[src/rtl/fruit_projectile.sv]
// One fruit sprite: parks while idle, flies a gravity arc with X wall bounce, drops straight once sliced.
// Registered outputs update one frame_clk edge after inputs are sampled; no backpressure, Pause freezes all state.
module fruit_projectile #(
  parameter int SIZE     = 16,
  parameter int PARK_X   = 320,
  parameter int PARK_Y   = 240,
  parameter int X_MIN    = 0,
  parameter int X_MAX    = 639,
  parameter int Y_MAX    = 479,
  parameter int GRAVITY  = 1,
  parameter int VY_MAX   = 15,
  parameter int SLICE_VY = 4
) (
  input  logic       frame_clk,
  input  logic       Reset,
  input  logic       Pause,
  input  logic       Launch,
  input  logic [9:0] Launch_X,
  input  logic [7:0] Launch_VX,
  input  logic [7:0] Launch_VY,
  input  logic       Slice,
  output logic [9:0] BallX,
  output logic [9:0] BallY,
  output logic [9:0] BallS,
  output logic       Active,
  output logic       Missed,
  output logic       Done
);

  typedef enum logic [1:0] {IDLE, FLYING, SLICED} state_t;

  localparam logic signed [13:0] X_RIGHT = 14'(X_MAX - SIZE);
  localparam logic signed [13:0] X_LEFT  = 14'(X_MIN + SIZE);
  localparam logic signed [13:0] Y_EXIT  = 14'(Y_MAX + SIZE);
  localparam logic signed [13:0] SVY14   = 14'(SLICE_VY);
  localparam logic signed [10:0] PX      = 11'(PARK_X);
  localparam logic signed [11:0] PY      = 12'(PARK_Y);
  localparam logic signed [11:0] Y_START = 12'(Y_MAX);
  localparam logic signed [7:0]  SVY8    = 8'(SLICE_VY);
  localparam logic signed [9:0]  GRV10   = 10'(GRAVITY);
  localparam logic signed [9:0]  VYM10   = 10'(VY_MAX);
  localparam logic signed [7:0]  VYM8    = 8'(VY_MAX);

  state_t             state_q, state_d;
  logic signed [10:0] x_q, x_d;
  logic signed [11:0] y_q, y_d;
  logic signed [7:0]  vx_q, vx_d, vy_q, vy_d;
  logic               missed_q, missed_d, done_q, done_d;

  logic signed [13:0] xn, yn;
  logic signed [9:0]  vy_acc;
  logic               exit_hit;

  always_ff @(posedge frame_clk) begin
    if (Reset) begin
      state_q  <= IDLE;
      x_q      <= PX;
      y_q      <= PY;
      vx_q     <= '0;
      vy_q     <= '0;
      missed_q <= 1'b0;
      done_q   <= 1'b0;
    end else begin
      state_q  <= state_d;
      x_q      <= x_d;
      y_q      <= y_d;
      vx_q     <= vx_d;
      vy_q     <= vy_d;
      missed_q <= missed_d;
      done_q   <= done_d;
    end
  end

  always_comb begin
    state_d  = state_q;
    x_d      = x_q;
    y_d      = y_q;
    vx_d     = vx_q;
    vy_d     = vy_q;
    missed_d = 1'b0;
    done_d   = 1'b0;

    xn       = 14'(x_q) + 14'(vx_q);
    yn       = 14'(y_q) + ((state_q == SLICED) ? SVY14 : 14'(vy_q));
    vy_acc   = 10'(vy_q) + GRV10;
    // Exit only counts on the way down; a sliced fruit always falls.
    exit_hit = ((state_q == SLICED) || !vy_q[7]) && (yn > Y_EXIT);

    if (!Pause) begin
      case (state_q)
        IDLE: begin
          if (Launch) begin
            state_d = FLYING;
            x_d     = {1'b0, Launch_X};
            y_d     = Y_START;
            vx_d    = Launch_VX;
            vy_d    = Launch_VY;
          end
        end
        FLYING: begin
          if (xn > X_RIGHT) begin
            x_d  = X_RIGHT[10:0];
            vx_d = -vx_q;
          end else if (xn < X_LEFT) begin
            x_d  = X_LEFT[10:0];
            vx_d = -vx_q;
          end else begin
            x_d  = xn[10:0];
          end
          y_d  = yn[11:0];
          vy_d = (vy_acc > VYM10) ? VYM8 : vy_acc[7:0];
          // The position step above still uses the pre-slice velocity.
          if (Slice) begin
            state_d = SLICED;
            vx_d    = '0;
            vy_d    = SVY8;
          end
        end
        SLICED: begin
          y_d = yn[11:0];
        end
        default: state_d = IDLE;
      endcase

      // Leaving the screen overrides everything, including a same-edge slice.
      if ((state_q != IDLE) && exit_hit) begin
        state_d  = IDLE;
        x_d      = PX;
        y_d      = PY;
        vx_d     = '0;
        vy_d     = '0;
        missed_d = (state_q == FLYING);
        done_d   = (state_q == SLICED);
      end
    end
  end

  assign BallX  = x_q[9:0];
  assign BallY  = y_q[11] ? 10'd0 : y_q[9:0];
  assign BallS  = 10'(SIZE);
  assign Active = (state_q != IDLE);
  assign Missed = missed_q;
  assign Done   = done_q;

endmodule

[config.mk]
export PLATFORM = sky130hd
export DESIGN_NAME = fruit_projectile
export DESIGN_NICKNAME = d
export VERILOG_FILES = /design/src/rtl/fruit_projectile.sv
export SDC_FILE = /design/constraint.sdc
export NUM_CORES = 1
export LEC_CHECK = 0
export BUFFER_PORTS_ARGS = -buffer_cell sky130_fd_sc_hd__clkbuf_2
export CELL_PAD_IN_SITES_DETAIL_PLACEMENT = 2
export CELL_PAD_IN_SITES_GLOBAL_PLACEMENT = 2
export CORE_UTILIZATION = 33
export DETAILED_ROUTE_END_ITERATION = 12
export PLACE_DENSITY = 0.93
export SLEW_MARGIN = 20
export SYNTH_ARGS = -nofsm -noshare
export SYNTH_HDL_FRONTEND = slang
export SYNTH_SLANG_ARGS = --single-unit
export TNS_END_PERCENT = 100
[constraint.sdc]
create_clock -name frame_clk -period 4.69 [get_ports frame_clk]
set_input_delay 0.7035 -clock frame_clk [delete_from_list [all_inputs] [get_ports frame_clk]]
set_output_delay 0.7035 -clock frame_clk [all_outputs]
set_load 0.03 [all_outputs]
# Yosys cells after proc, flatten, opt, wreduce, memory -nomap -nowiden

Cells that the tools add are included.

Bitwise operators: 2
Order comparisons: 4
Equality and inequality tests: 6
Reductions and logical operators: 14
Add/subtract/negate cells: 4
Multiplexer cells: 25

Operators by type and width:

| cell                                                  | count |
|---|---|
| two-way mux 8 bit                                     | 9 |
| two-way mux 11 bit                                    | 4 |
| one-hot mux 8 bit (2 select lines)                    | 2 |
| two-way mux 12 bit                                    | 2 |
| one-hot mux 12 bit (2 select lines)                   | 1 |
| one-hot mux 11 bit (2 select lines)                   | 1 |
| adder 12 x 14 -> 14 bit                               | 1 |
| > comparator 14 x 10 -> 1 bit (second input constant) | 1 |
| two-way mux 14 bit                                    | 1 |
| adder 11 x 8 -> 12 bit                                | 1 |
| > comparator 12 x 11 -> 1 bit (second input constant) | 1 |
| < comparator 12 x 6 -> 1 bit (second input constant)  | 1 |
| two-way mux 10 bit                                    | 1 |
| adder 8 x 2 -> 9 bit (second input constant)          | 1 |
| > comparator 9 x 5 -> 1 bit (second input constant)   | 1 |
| negation 8 bit                                        | 1 |
| AND reduction 4 bit                                   | 2 |
| two-way mux 2 bit                                     | 3 |
| inequality test 3 bit (second input constant)         | 2 |
| one-hot mux 2 bit (3 select lines)                    | 1 |
| AND reduction 3 bit                                   | 2 |
| nonzero test 3 bit                                    | 2 |
| inequality test 5 bit (second input constant)         | 1 |
| OR reduction 3 bit                                    | 1 |
| 10 further kinds                                      | 12 |

Logic and storage cells: 62
Output and inout bits: 33
Register bits: 43

# Logic depth before layout (Yosys ltp)

Gate-level depths: netlist of run 1.

Depth in word-level cells: 8
Depth in mapped cells: 16

# Worst setup path before layout of run 1

OpenSTA, ideal clock, no wires.

Path kind: register to register
Start point: register state_q[0]
End point: register vx_q[2]
Path slack: 0.843 ns
Setup time: 0.088 ns
Required time: 4.602 ns
Buffers on the path: 2
Stages on the path, launching flop included: 17
Arrival: 3.759 ns
Period minus slack after synthesis: 3.847 ns
Cell sequence: dfxtp_1 -> inv_1 -> ha_1 -> clkbuf_1 -> nor2_1 -> ha_1 -> fa_1 -> a211oi_1 -> o21a_1 -> o21ai_1 -> and3_1 -> a211oi_1 -> a21oi_2 -> o31a_1 -> buf_4 -> a21o_4 -> o32ai_2

Cells in the longest elaborated chain, start to end: 8
Elaborated cells between the ends (all ways): 16
Those cells by class: add/sub: 1; order compare: 1; eq/ne: 4; mux: 3; reduce/logical: 7

Ends and longest elaborated chain:

| what                                                                 | line   | source |
|---|---|---|
| from (decl)                                                          | 44     | `state_t state_q, state_d;` |
| from (signal assigned)                                               | 64     | `state_q <= state_d;` |
| == test 2 bit                                                        | 84, 87 |  |
| two-way mux 14 bit                                                   | 84     | `yn = 14'(y_q) + ((state_q == SLICED) ? SVY14 : 14'(vy_q));` |
| adder 12 x 14 -> 14 bit                                              | 84     |  |
| > comparator 14 x 10 -> 1 bit                                        | 87     | `exit_hit = ((state_q == SLICED) \|\| !vy_q[7]) && (yn > Y_EXIT);` |
| logical AND 1 bit                                                    | 87     |  |
| logical AND 1 bit                                                    | 126    | `if ((state_q != IDLE) && exit_hit) begin` |
| inequality test 5 bit (no source line), or another cell as far along | --     |  |
| AND reduction 4 bit (no source line)                                 | --     |  |
| to (signal assigned)                                                 | 67     | `vx_q <= vx_d;` |
| to (decl)                                                            | 47     | `logic signed [7:0] vx_q, vx_d, vy_q, vy_d;` |

Several ways; a longest one is shown, not always the timed one.
A chain may end at the register's enable or synchronous reset.

# Worst setup path in the final report of run 1

Start point: register state_q[0]
End point: register y_q[9]

Cells in the longest elaborated chain, start to end: 8
Elaborated cells between the ends (all ways): 16
Those cells by class: add/sub: 1; order compare: 1; eq/ne: 3; mux: 3; reduce/logical: 8

Ends and longest elaborated chain:

| what                                                                         | line       | source |
|---|---|---|
| == test 2 bit                                                                | 84, 87, 90 |  |
| two-way mux 14 bit                                                           | 84         |  |
| adder 12 x 14 -> 14 bit                                                      | 84         |  |
| > comparator 14 x 10 -> 1 bit                                                | 87         |  |
| logical AND 1 bit                                                            | 87         |  |
| logical AND 1 bit                                                            | 126        |  |
| inequality test 3 bit (no source line) or nonzero test 3 bit (tied branches) | --         |  |
| AND reduction 3 bit (no source line)                                         | --         |  |
| to (signal assigned)                                                         | 66         | `y_q <= y_d;` |
| to (decl)                                                                    | 46         | `logic signed [11:0] y_q, y_d;` |

Several ways; a longest one is shown, not always the timed one.

==> results of run 1 <==
through the flow:
| step | instance area (µm²) | hold WS, ns | instances | util |
|---|---|---|---|---|
| floorplan | 4000 | 0.437 | 527 | - |
| global placement | 4240 | 0.466 | 684 | 0.367 |
| global route | 4380 | 0.505 | 690 | 0.379 |
| detailed placement | 4240 | 0.482 | 684 | 0.367 |
| CTS | 4370 | 0.494 | 690 | 0.378 |
| finish | 4380 | 0.493 | 690 | 0.379 |
cells in the mapped netlist, types with 4 or more instances:
master	count	area, µm²
dfxtp_1	43	861
nor2_1	43	161
a21oi_1	32	160
nand2_1	30	113
o21ai_0	28	140
ha_1	26	325
inv_1	24	90.1
nor2b_1	24	150
clkbuf_1	22	82.6
buf_4	21	158
nor3_1	18	90.1
nand3_1	15	75.1
xnor2_1	14	123
and3_1	11	68.8
a211oi_1	9	67.6
nand2b_1	9	56.3
o21ai_1	8	40.0
a31oi_1	7	43.8
o22ai_1	7	43.8
or3_1	7	43.8
a21o_1	6	45.0
a221oi_1	6	52.6
o211ai_1	6	45.0
o2bb2ai_1	6	52.6
o32ai_2	6	97.6
a22oi_1	5	37.5
nor4_1	5	31.3
a32oi_1	4	35.0
mux2i_1	4	40.0
nand4_1	4	25.0
o211a_1	4	40.0
o21bai_1	4	30.0
repair_timing:
item | in CTS | in global routing
hold endpoints to repair | 0 | 0
endpoints found under the setup margin | 2 | 12
resized for setup | 1 | 2
flip-flops by register name (all words and copies together), names as in the netlist:
name,count
state_q,2
Missed,1
y_q,12
Done,1
vy_q,8
x_q,11
vx_q,8
worst reg2reg max path: stages, from the launching register on:
cell	delay (ns)
dfxtp_1	0.35
inv_1	0.14
ha_2	0.35
nor2b_1	0.10
ha_1	0.39
a2111oi_0	0.55
o21ai_2	0.20
nand2_1	0.28
o21ai_0	0.22
a211oi_1	0.45
a211oi_2	0.24
buf_4	0.25
or2_1	0.31
o21ba_1	0.21
a311oi_1	0.25
power groups by stage:
stage	logic, mW	registers [mW]	clock network [mW]
final	0.703	0.451	0.340
after global routing	0.759	0.455	0.356
after CTS	0.695	0.450	0.343
after detailed placement	0.680	0.456	0
after global placement	0.628	0.451	0
after floorplan	0.516	0.431	0
how the worst max path moves through the flow:
stage               cells after the start      end
floorplan                              16  vx_q[2]
CTS                                    14   y_q[9]
detailed placement                     15   x_q[6]
finish                                 14   y_q[9]
global placement                       14  vx_q[2]
global route                           14  vx_q[1]
final cells by class:
cell class,instances,area (µm²),share of cell area
clock buffers,6,129,0.0294
well taps,143,179,0.0408
repair buffers,59,310,0.0708
multi-input cells,414,2810,0.641
flip-flops and latches,43,861,0.197
inverters,25,93.8,0.0214
kinds of logic after synthesis:
| group | after synthesis |
|---|---|
| adder cells (fa/ha/maj) | 28 |
| flip-flops | 43 |
| other | 2 |
| buffers and inverters | 70 |
| XOR/XNOR | 16 |
| multiplexers | 4 |
| AO/OA/AOI/OAI | 169 |
| AND/OR/NAND/NOR | 187 |
metal layers:
layer	GRT usage	vias up
met5	0	-
met2	0.451	107
met1	0.321	2098
li1	-	1951
met3	0.0348	33
met4	0.0802	0
==> flow_summary.toml, run 1 <==
[run_status]
outcome = "complete, but fails checks"
failed_checks = "DRC"

[drt]
routedWlPerCell_um = 22.7
vias_per_cell = 6.07
drc = 4
route.met2.wl_um = 7770
drtIter0Drc = 219
dr.max_layer_used = "met4"
wl_met1_um = 6950
wirelength_um = 15600
vias = 4189
wl_met3_um = 540
ant_nets = 0
dr.pass1.iters = 8

[clock_tree]
clock-root-buffer = "clkbuf_16"
clk_latency_ns = 0.29
cts_setup_buffers = 0
cts_buffers = 5
clock_path_buffers = 2
cts.sinks = 43
cts_tree = "done"
postCtsHoldBufs = 0
cts_max_level = 2
path_clk_slew_ns = 0.06

[synthesis]
syn_area_per_cell_um2 = 7.65
synth_compound_area_frac = 0.313
synthXorXnorAreaFrac = 0.0353
yosys.area_share.adder = 0.0920
async_flop_share = 0
synth_mux_area_frac = 0.0101
synth-seq-cells = 43
ys.warnings.count = 0
yosys.area_share.simple = 0.244
synth_top_family_by_area = "compound AO/OA/AOI/OAI gates"
synth_edf_count = 0
syn_area_mm2 = 0.00397
ys.flop_type = "dfxtp_1"
yosysUniqueCellTypes = 74
synthCells = 519
yosysSeqAreaShare = 0.217

[worst_hold_path]
hold_path.class = "reg2reg"
min-delay-start = "x_q[3]"
holdPathEnd = "x_q[3]"
hold_depth = 1

[power_and_ir_drop]
p_comb_frac = 0.471
p_clk_frac = 0.228
cell_internal_pwr_mw = 0.834
net-switching-power_mw = 0.660
swShare = 0.442
total_power_mw = 1.49
p_per_area_mw_per_mm2 = 341
leakage_nw = 1.82
peakVddDrop_v = 0.000126
p_seq_frac = 0.302

[timing]
hold_viol = 0
fmax_mhz = 227
fin_skew_ns = 0.00695
layout_setup_ws_ns = 0.294
worst_pin_slew_ns = 1.03
maxSlewViolCount = 0
rsz0062_at_grt = "false"
slew_headroom = 0.304
period_share = 0.937
min_period_ns = 4.40
setup_tns_ns = 0
setup_viol = 0

[critical_path]
crit_buf_inv = 2
r2r_setup_slack_ns = 0.29
cp-startpoint = "state_q[0]"
critPathArrivalTime_ns = 4.59
crit_family = "compound AO/OA/AOI/OAI gates"
r2r-end = "y_q[9]"
critPathMaxStageDelay_ns = 0.55
crit_slowest_cell = "a2111oi_0"
end_kind = "flip-flop"
worstReg2RegStart = "state_q[0]"
ff2ff_path_depth = 14
crit_type = "reg2reg"
required_ns = 4.88
worstSetupStartpointType = "flip-flop"
cp_max_fo = 13
path_cells = "inv_1 -> ha_2 -> nor2b_1 -> ha_1 -> a2111oi_0 -> o21ai_2 -> nand2_1 -> o21ai_0 -> a211oi_1 -> a211oi_2 -> buf_4 -> or2_1 -> o21ba_1 -> a311oi_1"

[final_layout]
num_antenna_cells = 0
final_common_cell = "clkbuf_2"
final_cell_mix = "53 x clkbuf_2, 43 x dfxtp_1, 43 x nor2_1, 32 x a21oi_1, 30 x nand2_1"
layout.nets = 607
fillCellCount = 1359
syn_to_final_growth_pct = 10.3
drive_gt1_frac = 0.154

[place]
pre_cts_ws_ns = 0.0922
io_buffers = 53
gp_congestion = 0.897
place_hpwl_um = 11900

[floorplanning]
initial_core_util = 0.343
die_h_um = 112
core_area_mm2 = 0.0116
dieArea_mm2 = 0.0125
ioPinCount = 64
row_count = 39
die_w_um = 112

[grt]
overflow = 0
grt_pass1_wl_um = 25300
grt_use_total = 0.256
grt_max_degree = 28
grt_antenna_before_repair = 0
grt_pass1_vias = 4562

[job]
maxCapViolCount = 0
No activity file was read; power rests on OpenSTA's default activity.
==> inputs of run 2 (changes only) <==
--- a/config.mk
+++ b/config.mk
@@ -10,7 +10,8 @@
 export CELL_PAD_IN_SITES_GLOBAL_PLACEMENT = 2
 export CORE_UTILIZATION = 33
 export DETAILED_ROUTE_END_ITERATION = 12
-export PLACE_DENSITY = 0.93
+export PLACE_DENSITY_LB_ADDON = 0.1
+export REMOVE_ABC_BUFFERS = 1
 export SLEW_MARGIN = 20
 export SYNTH_ARGS = -nofsm -noshare
 export SYNTH_HDL_FRONTEND = slang
==> run 2 against run 1 <==
The flow still finishes with violations (DRC); final cell count increased by 1.0%; global-route usage decreased by 2.6 points; non-clock buffer count increased by 6; clock skew increased by 0.0020 ns; flip-flop and latch count unchanged.
==> flow_summary.toml, run 2 (synthesis gave the netlist of run 1 again) <==
[drt]
wirelength_um = 14000
drtIter0Drc = 154
ant_nets = 0
routedWlPerCell_um = 20.1
vias = 4091
dr.pass1.iters = 10
drc = 3
vias_per_cell = 5.87

[final_layout]
num_antenna_cells = 0
layout.nets = 613
final_common_cell = "clkbuf_2"
final_cell_mix = "53 x clkbuf_2, 43 x dfxtp_1, 43 x nor2_1, 32 x a21oi_1, 30 x nand2_1"
largest_reg_flops = 12
syn_to_final_growth_pct = 12.4
drive_gt1_frac = 0.166
top_register = "y_q"
reg_top3 = "y_q x12, x_q x11"

[timing]
setup_tns_ns = 0
rsz0062_at_grt = "false"
setup_viol = 0
fin_hold_ws_ns = 0.497
min_period_ns = 4.28
fmax_mhz = 234
worst_pin_slew_ns = 1.06
slew_headroom = 0.289
maxSlewViolCount = 0
layout_setup_ws_ns = 0.412
hold_viol = 0
fin_skew_ns = 0.00897
period_share = 0.912

[floorplanning]
row_count = 39
ioPinCount = 64
die_w_um = 112
core_area_mm2 = 0.0116
dieArea_mm2 = 0.0125
initial_core_util = 0.343
die_h_um = 112

[grt]
grt_pass1_wl_um = 23000
grt_pass1_vias = 4264
grt_max_degree = 28
grt_antenna_before_repair = 0
grt_use_total = 0.230
overflow = 0

[clock_tree]
clk_latency_ns = 0.29
clock-root-buffer = "clkbuf_16"
cts_tree = "done"
cts.sinks = 43
cts_max_level = 2
postCtsHoldBufs = 0
cts_buffers = 5
path_clk_slew_ns = 0.06
clock_path_buffers = 2

[power_and_ir_drop]
leakage_nw = 1.86
p_per_area_mw_per_mm2 = 334
peakVddDrop_v = 0.000134

[critical_path]
cp_max_fo = 13
critPathMaxStageDelay_ns = 0.43
required_ns = 4.85
crit_slowest_cell = "fa_1"
critPathArrivalTime_ns = 4.44
crit_buf_inv = 4
end_kind = "flip-flop"
worstSetupStartpointType = "flip-flop"
crit_family = "compound AO/OA/AOI/OAI gates"
crit_type = "reg2reg"
path_cells = "inv_1 -> ha_1 -> nor2_1 -> ha_1 -> fa_1 -> a211oi_1 -> buf_4 -> nor2_1 -> xor2_1 -> o211a_1 -> a32oi_2 -> a21oi_2 -> o31ai_4 -> buf_12 -> buf_4 -> a2111oi_0 -> o21bai_1"

[place]
io_buffers = 53
gp_congestion = 0.792
pre_cts_ws_ns = 0.218
place_hpwl_um = 10800

[job]
maxCapViolCount = 0

[worst_hold_path]
hold_path.class = "reg2reg"

[run_status]
failed_checks = "DRC"
outcome = "complete, but fails checks"
-- run 2: final timing paths --
path,start,endpoint,slack (ns),depth (start not counted)
min reg2reg,x_q[3],x_q[3],0.50,1
max reg2reg,state_q[0],x_q[6],0.41,17
max,state_q[0],x_q[6],0.41,17
min,x_q[3],x_q[3],0.50,1
-- run 2: where the power goes --
part | total, mW | switching [mW] | internal (mW)
Clock | 0.351 | 0.143 | 0.208
Combinational | 0.693 | 0.441 | 0.252
Sequential | 0.447 | 0.0463 | 0.400
-- run 2: repair_timing --
item / CTS / global route
gates resized for setup: 0 / 4
endpoints found under the setup margin: 0 / 17
buffers inserted: 0 / 5
-- run 2: stage by stage --
step / utilization / cell area, µm² / power (mW) / cells
global placement: 0.367 / 4250 / 1.10 / 685
global route: 0.386 / 4460 / 1.59 / 697
floorplan: - / 3750 / 0.917 / 482
CTS: 0.380 / 4390 / 1.49 / 692
detailed placement: 0.367 / 4250 / 1.12 / 685
finish: 0.386 / 4460 / 1.49 / 697
-- run 2: layout make-up --
cell class | instances | area, µm²
clock inverters | 1 | 5.00
well taps | 143 | 179
inverters | 25 | 93.8
clock buffers | 6 | 139
fillers | 1359 | 7100
flip-flops and latches | 43 | 861
repair buffers | 65 | 368
multi-input cells | 414 | 2820
-- run 2: metal layers --
layer  wire length, µm  part of all wire  track usage  up-vias
met5                 0                 0            0        -
met4               121            0.0086       0.0405        0
met3               335             0.024       0.0223       10
met2              6330              0.45        0.376       59
met1              7220              0.52        0.330     2067
li1                  -                 -            -     1955
==> inputs of run 3 (changes only) <==
--- a/config.mk
+++ b/config.mk
@@ -10,7 +10,7 @@
 export CELL_PAD_IN_SITES_GLOBAL_PLACEMENT = 2
 export CORE_UTILIZATION = 33
 export DETAILED_ROUTE_END_ITERATION = 12
-export PLACE_DENSITY_LB_ADDON = 0.1
+export PLACE_DENSITY = 0.85
 export REMOVE_ABC_BUFFERS = 1
 export SLEW_MARGIN = 20
 export SYNTH_ARGS = -nofsm -noshare
==> run 3 against run 2 <==
The run still ends with DRC left; register-to-register slack got worse by 0.099 ns; sequential share of layout area increased by 0.21 points; utilization decreased by 0.42 points; maximum frequency decreased by 2.3%; first-iteration DRC count increased by 66%; via count increased by 1.2%; total power decreased by 0.95%; combinational power about the same; final cell count decreased by 0.86%; clock power decreased by 5%; critical endpoint is now vx_q[2]; largest power group unchanged.
==> flow_summary.toml, run 3 (synthesis gave the netlist of run 1 again) <==
[final_layout]
layout.nets = 608
num_antenna_cells = 0
drive_gt1_frac = 0.153
reg_top3 = "y_q x12, x_q x11"
largest_reg_flops = 12
syn_to_final_growth_pct = 11.1
top_register = "y_q"
final_util = 0.382
final_cell_mix = "53 x clkbuf_2, 43 x dfxtp_1, 43 x nor2_1, 32 x a21oi_1, 30 x nand2_1"
stdcell_area_mm2 = 0.00441
final_common_cell = "clkbuf_2"

[run_status]
failed_checks = "DRC"
outcome = "complete, but fails checks"

[grt]
overflow = 0
grt_pass1_wl_um = 23100
grt_use_total = 0.231
grt_pass1_vias = 4336
grt_max_degree = 28
grt_antenna_before_repair = 0

[critical_path]
path_cells = "inv_1 -> ha_1 -> buf_4 -> nor2b_1 -> ha_1 -> o21ai_0 -> nor2b_1 -> o21ai_1 -> and3_1 -> a211oi_1 -> a21oi_2 -> o31a_1 -> a21o_4 -> o32ai_2"
crit_buf_inv = 2
required_ns = 4.89
cp_max_fo = 10
worstSetupStartpointType = "flip-flop"
crit_slowest_cell = "o31a_1"
critPathArrivalTime_ns = 4.58
critPathMaxStageDelay_ns = 0.46
crit_type = "reg2reg"
crit_family = "compound AO/OA/AOI/OAI gates"
end_kind = "flip-flop"

[clock_tree]
clock_path_buffers = 2
path_clk_slew_ns = 0.06
cts.sinks = 43
cts_tree = "done"
clk_latency_ns = 0.29
cts_max_level = 2
cts_buffers = 5
clock-root-buffer = "clkbuf_16"

[job]
maxCapViolCount = 0

[drt]
dr.pass1.iters = 8
vias = 4141
ant_nets = 0
routedWlPerCell_um = 20.8
drc = 3
vias_per_cell = 5.99
drtIter0Drc = 255
wirelength_um = 14400

[timing]
period_share = 0.933
setup_tns_ns = 0
slew_headroom = 0.472
worst_pin_slew_ns = 0.791
maxSlewViolCount = 0
fin_skew_ns = 0.00298
min_period_ns = 4.38
fin_hold_ws_ns = 0.494
setup_viol = 0
rsz0062_at_grt = "false"
fmax_mhz = 228
hold_viol = 0

[floorplanning]
row_count = 39
core_area_mm2 = 0.0116
initial_core_util = 0.343
dieArea_mm2 = 0.0125
die_h_um = 112
ioPinCount = 64
die_w_um = 112

[place]
io_buffers = 53
placed_area_mm2 = 0.00424
place_hpwl_um = 10900
gp_congestion = 0.863

[worst_hold_path]
hold_path.class = "reg2reg"

[power_and_ir_drop]
p_per_area_mw_per_mm2 = 334
leakage_nw = 1.83
peakVddDrop_v = 0.000144
run 3: metrics by stage:
| step | std cells | power (mW) | worst slack, ns |
|---|---|---|---|
| 2_1_floorplan | 482 | 0.917 | 0.949 |
| 3_3_place_gp | 684 | 1.08 | 0.569 |
| 3_5_place_dp | 684 | 1.12 | 0.297 |
| 4_1_cts | 690 | 1.47 | 0.257 |
| 5_1_grt | 691 | 1.56 | 0.0390 |
| 6_report | 691 | 1.48 | 0.313 |
run 3: worst paths after layout:
kind	slack (ns)	endpoint	cells after the start	from
setup / recovery	0.31	vx_q[2]	14	state_q[0]
hold / removal	0.49	x_q[0]	1	x_q[0]
setup reg to reg	0.31	vx_q[2]	14	state_q[0]
hold reg to reg	0.49	x_q[0]	1	x_q[0]
run 3: layer usage:
layer / GRT usage / wire length (µm) / up-vias
li1: - / - / 1956
met1: 0.304 / 6670 / 2058
met2: 0.392 / 6820 / 103
met3: 0.0338 / 631 / 24
met4: 0.0658 / 251 / 0
met5: 0 / 0 / -
run 3: final cells by class:
| type | count | area (µm²) |
|---|---|---|
| Sequential cell | 43 | 861 |
| Fill cell | 1337 | 7150 |
| Inverter | 25 | 93.8 |
| Clock buffer | 6 | 129 |
| Multi-Input combinational cell | 414 | 2820 |
| Timing Repair Buffer | 60 | 330 |
| Tap cell | 143 | 179 |
run 3: what timing repair did:
action / in CTS / in global routing
endpoints found under the setup margin: 0 / 20
buffers inserted: 0 / 1
hold buffers: 0 / 0
resized for setup: 0 / 3
run 3: power by group:
part / total (mW) / leakage [nW] / internal (mW) / switching, mW
Clock: 0.334 / 0.0628 / 0.192 / 0.142
Sequential: 0.446 / 0.351 / 0.400 / 0.0456
Combinational: 0.696 / 1.42 / 0.246 / 0.450
Total: 1.48 / 1.83 / 0.838 / 0.638
